**src/rtl/eq_serial_ctrl.sv**
```systemverilog
// Bit-serial MSB-first comparator built around a single 1-bit equality cell.
// Yields eq/gt/lt for two WIDTH-bit operands through a start/ready/done handshake.

module eq1 (
   input  logic x,
   input  logic y,
   output logic eq
);
   assign eq = ~(x ^ y);
endmodule

module eq_serial_ctrl #(
   parameter int WIDTH      = 8,
   parameter int EARLY_EXIT = 1
) (
   input  logic             clk,
   input  logic             rst_n,
   input  logic             start,
   input  logic [WIDTH-1:0] a,
   input  logic [WIDTH-1:0] b,
   output logic             ready,
   output logic             busy,
   output logic             done,
   output logic             eq,
   output logic             gt,
   output logic             lt
);
   localparam int CW = (WIDTH > 1) ? $clog2(WIDTH) : 1;
   localparam logic [CW-1:0] CNT_LOAD = CW'(WIDTH - 1);

   typedef enum logic [1:0] {
      S_IDLE = 2'd0,
      S_RUN  = 2'd1,
      S_DONE = 2'd2
   } state_t;

   state_t           state_q;
   logic [WIDTH-1:0] sh_a_q, sh_b_q;
   logic [CW-1:0]    cnt_q;
   logic             mm_q;
   logic             ready_q, busy_q, done_q;
   logic             eq_q, gt_q, lt_q;

   logic bit_eq;
   logic first_mm;

   eq1 u_eq1 (
      .x  (sh_a_q[WIDTH-1]),
      .y  (sh_b_q[WIDTH-1]),
      .eq (bit_eq)
   );

   // Only the first mismatching bit decides magnitude.
   assign first_mm = ~bit_eq & ~mm_q;

   always_ff @(posedge clk) begin
      if (!rst_n) begin
         state_q <= S_IDLE;
         sh_a_q  <= '0;
         sh_b_q  <= '0;
         cnt_q   <= '0;
         mm_q    <= 1'b0;
         ready_q <= 1'b1;
         busy_q  <= 1'b0;
         done_q  <= 1'b0;
         eq_q    <= 1'b0;
         gt_q    <= 1'b0;
         lt_q    <= 1'b0;
      end else begin
         case (state_q)
            S_IDLE: begin
               done_q <= 1'b0;
               if (start) begin
                  sh_a_q  <= a;
                  sh_b_q  <= b;
                  cnt_q   <= CNT_LOAD;
                  mm_q    <= 1'b0;
                  eq_q    <= 1'b0;
                  gt_q    <= 1'b0;
                  lt_q    <= 1'b0;
                  ready_q <= 1'b0;
                  busy_q  <= 1'b1;
                  state_q <= S_RUN;
               end
            end
            S_RUN: begin
               if (first_mm) begin
                  mm_q <= 1'b1;
                  gt_q <= sh_a_q[WIDTH-1];
                  lt_q <= sh_b_q[WIDTH-1];
               end
               if (first_mm && (EARLY_EXIT != 0)) begin
                  busy_q  <= 1'b0;
                  done_q  <= 1'b1;
                  state_q <= S_DONE;
               end else begin
                  sh_a_q <= {sh_a_q[WIDTH-2:0], 1'b0};
                  sh_b_q <= {sh_b_q[WIDTH-2:0], 1'b0};
                  if (cnt_q == '0) begin
                     // Last bit: equal only if no earlier and no current mismatch.
                     eq_q    <= ~mm_q & bit_eq;
                     busy_q  <= 1'b0;
                     done_q  <= 1'b1;
                     state_q <= S_DONE;
                  end else begin
                     cnt_q <= cnt_q - 1'b1;
                  end
               end
            end
            S_DONE: begin
               done_q  <= 1'b0;
               ready_q <= 1'b1;
               state_q <= S_IDLE;
            end
            default: begin
               done_q  <= 1'b0;
               busy_q  <= 1'b0;
               ready_q <= 1'b1;
               state_q <= S_IDLE;
            end
         endcase
      end
   end

   assign ready = ready_q;
   assign busy  = busy_q;
   assign done  = done_q;
   assign eq    = eq_q;
   assign gt    = gt_q;
   assign lt    = lt_q;

endmodule

```
**config.mk**
```make
export PLATFORM = sky130hd
export DESIGN_NAME = eq_serial_ctrl
export DESIGN_NICKNAME = d
export VERILOG_FILES = /design/src/rtl/eq_serial_ctrl.sv
export SDC_FILE = /design/constraint.sdc
export NUM_CORES = 1
export LEC_CHECK = 0
export BUFFER_PORTS_ARGS = -buffer_cell sky130_fd_sc_hd__buf_2
export CORE_MARGIN = 2
export CORE_UTILIZATION = 31
export DETAILED_ROUTE_END_ITERATION = 12
export PLACE_DENSITY = 0.6
export SYNTH_ARGS = -nofsm -noshare
export SYNTH_HDL_FRONTEND = slang
export SYNTH_SLANG_ARGS = --single-unit
export TNS_END_PERCENT = 30
```
**constraint.sdc**
```tcl
create_clock -name clk -period 1.5 [get_ports clk]
set_clock_uncertainty 0.2 [all_clocks]
set_input_delay 0.075 -clock clk [delete_from_list [all_inputs] [get_ports clk]]
set_output_delay 0.075 -clock clk [all_outputs]
set_load 0.01 [all_outputs]
```
==> results by group <==
Routing
  – Drc violations: 0
  – Top Metal Used: met4
  – Metal-1 WL: 1360 µm
  – Metal2 WL: 1700 µm
  – Vias per cell: 4.98
  – Iteration-0 DRC count of the detailed router: 63
  – Routed Antenna Nets: 0
  – DR vias: 1221
  – WL final: 3270 µm
  – Routed len/inst: 13.3 µm
  – Met3 WL: 151 µm
  – Drt first pass iters: 4

Cells and area
  – Fin cells: 245
  – Post-route cell area: 0.00201 mm²
  – Layout cells sized above 1: 0.400
  – Final core utilization: 0.491
  – Final nets: 217
  – Area growth from synthesis to layout: 49.3%
  – Diode count: 0

Floorplan
  – Die Y: 69.8 µm
  – Die Width: 69.8 µm
  – Die ar.: 0.00488 mm²
  – I/O Pins: 25
  – Cell Rows: 23
  – Core Box Area: 0.00409 mm²
  – Starting density of the core: 0.329

Worst setup path
  – Startpoint types: register
  – Worst reg2reg path startpoint: sh_a_q[7]
  – Crit path capture type: register
  – Data arrival time of the worst path: 1.59 ns
  – Max Fanout on Critical Path: 8
  – Required @ worst endpoint: 1.48 ns
  – Critical path type: register to register
  – Worst setup endpoint: sh_a_q[3]
  – Reg2Reg Setup Slack: -0.11 ns
  – Worst-case reg-to-reg path depth: 6
  – Worst R2R End: sh_a_q[3]
  – Crit path from: sh_a_q[7]

STA
  – Fmax: 0.622 GHz
  – Final max-slew violation count: 0
  – Fin. Hold Viols: 0
  – Final period utilization: 1.07
  – Unrepaired setup endpoints after global routing: yes
  – Setup violators final: 21
  – Slew @ Worst Pin: 0.309 ns
  – PnR worst setup slack: -0.107 ns
  – Worst rel slew slack: 0.793
  – Min Tclk post-route: 1.61 ns

Place
  – Area after DPL: 0.00165 mm²
  – I/O Buffers: 24
  – Placer Congestion: 0.732
  – Hpwl dp: 2190 µm
  – DP Worst Slack: -0.0819 ns
  – Post-Place Cells: 222

Synthesis
  – Cells taking the most area after synthesis: dfxtp_1 (42%), mux2i_1 (10%), o211a_1 (6.7%), a211oi_2 (4.7%), buf_6 (4.2%)
  – Area fraction of the dominant cell type after synthesis: 0.417
  – Largest area contributor in the netlist: dfxtp_1
  – Post-Synth Adder-Cell Area: 0.0186
  – Ys flop type: dfxtp_1
  – Register area share after synthesis: 0.417
  – Synth Area in Simple Gates: 0.146
  – Count of cell types in the netlist: 28
  – Syn_nets: 158
  – #FFs+latches synth: 28
  – Largest family of logic cells by synthesized area: compound AO/OA/AOI/OAI gates
  – Syn Inst Count: 137
  – Ys async rst share: 0
  – XOR/XNOR share of the synthesized area: 0.0121
  – Synth Area in Compound Gates: 0.232
  – EDFF count, synth: 0
  – YS warnings: 0
  – Multiplexer share of the synthesized area: 0.104
  – Syn Area/Cell: 9.81 µm²
  – Synth Cell Area: 0.00134 mm²

GRT
  – Gr usage total: 0.140
  – Gr ovfl total: 0
  – Largest net degree at the start of global routing: 17
  – Antenna violations before repair: 0
  – Global-route wire length before repair: 5490 µm
  – Vias in the first global route: 1275

CTS
  – Later-pin clock latency in the skew report: 0.28 ns
  – Num CTS Buffers: 3
  – Clock root buffer: clkbuf_8
  – Clock sink total: 28
  – CTS H-tree depth: 1
  – Bufs on Longest Clock Path: 2
  – Clock slew at reported path FFs: 0.10 ns
  – CTS tree: yes

Min path
  – Worst Hold Class: primary input to register
  – WHS Path Cells: 4

Status
  – Outcome: finished, violations left
  – Failing checks: setup timing

Power and ir drop
  – Pwr Density: 1180 mW/mm²
  – Max VDD drop: 0.000768 V
  – Leakage power: 0.000965 µW

Flow run
  – Max-Cap Viols: 0
==> area by class of cell <==
cell class                      count  area, µm²
Multi-Input combinational cell     94        771
Fill cell                         394       2080
Inverter                            7       26.3
Sequential cell                    28        572
Clock buffer                        3       41.3
Timing Repair Buffer               62        503
Tap cell                           50       62.6
Clock inverter                      1       30.0
==> state kept, by name (all words and copies together) (netlist names) <==
| signal | flops |
|---|---|
| cnt_q | 3 |
| mm_q | 1 |
| lt | 1 |
| gt | 1 |
| done | 1 |
| state_q | 2 |
| ready | 1 |
| sh_a_q | 8 |
| sh_b_q | 8 |
| eq | 1 |
| busy | 1 |
==> cells in the mapped netlist (3+ instances only) <==
library cell,number
dfxtp_1,28
mux2i_1,14
nor2_1,14
nand2_1,13
o211a_1,9
inv_1,7
a211oi_2,5
a21oi_1,5
buf_6,5
nor3_1,5
nand3_1,4
clkbuf_1,3
o21ai_0,3
==> report_power, final <==
| part | total, µW | leakage (µW) | internal, µW | switching, µW |
|---|---|---|---|---|
| combinational | 836 | 0.000696 | 449 | 386 |
| clock | 603 | 0.0000357 | 358 | 245 |
| sequential | 926 | 0.000234 | 851 | 75.4 |
| total | 2360 | 0.000965 | 1660 | 707 |
==> per-layer routing <==
| metal | GRT usage | vias to the layer above |
|---|---|---|
| met4 | 0.0449 | 0 |
| li1 | - | 604 |
| met2 | 0.261 | 26 |
| met3 | 0.0422 | 8 |
| met1 | 0.149 | 583 |
| met5 | 0 | - |
==> through the flow <==
step	hold WS [ns]	power [µW]	setup TNS, ns
floorplan	0.0124	1390	-0.359
global placement	0.121	1570	-0.475
detailed placement	0.135	1600	-1.03
CTS	0.00165	2290	-1.36
global route	0.0315	2500	-2.25
finish	0.00232	2360	-1.37
==> repair_timing <==
action | CTS | global route
cloned | 1 | 1
hold buffers | 15 | 1
setup endpoints to repair | 19 | 24
hold endpoints to repair | 15 | 1
gates resized for setup | 4 | 21
setup buffers | 1 | 1
pin swaps | 3 | 12
==> worst min-delay path by stage <==
stage / from / end / slack (ns)
final: start / gt / 0.002
after global placement: a[0] / sh_a_q[0] / 0.12
after floorplan: a[0] / sh_a_q[0] / 0.01
after global routing: start / gt / 0.03
after detailed placement: b[0] / sh_b_q[0] / 0.13
after CTS: b[1] / sh_b_q[1] / 0.002
==> worst max-delay path: stages, from the launching register on <==
cell      delay, ns
dfxtp_4        0.38
xor2_4         0.19
a211oi_4       0.25
buf_6          0.17
buf_12         0.13
nand2_1        0.07
o211a_1        0.13
==> logic make-up after synthesis <==
kind of cell	Yosys count
AOI/OAI and AO/OA	34
xor gates and xnor gates	1
adders and majority gates	2
buffers and inverters	15
DFF	28
muxes	14
and+or+nand+nor	43
==> cell usage in the layout, fill, tap and decap left out, types with 4 or more instances in the layout <==
| master | instances |
|---|---|
| mux2i_1 | 14 |
| dfxtp_1 | 23 |
| dlygate4sd3_1 | 16 |
| buf_4 | 16 |
| nor2_1 | 12 |
| a21oi_1 | 5 |
| nand2_1 | 9 |
| nand3_1 | 4 |
| o211a_1 | 9 |
| nor3_1 | 4 |
| buf_2 | 24 |
| nand2_2 | 4 |
| inv_1 | 5 |
| a211oi_2 | 5 |
Power figures use the tool's default switching activity.
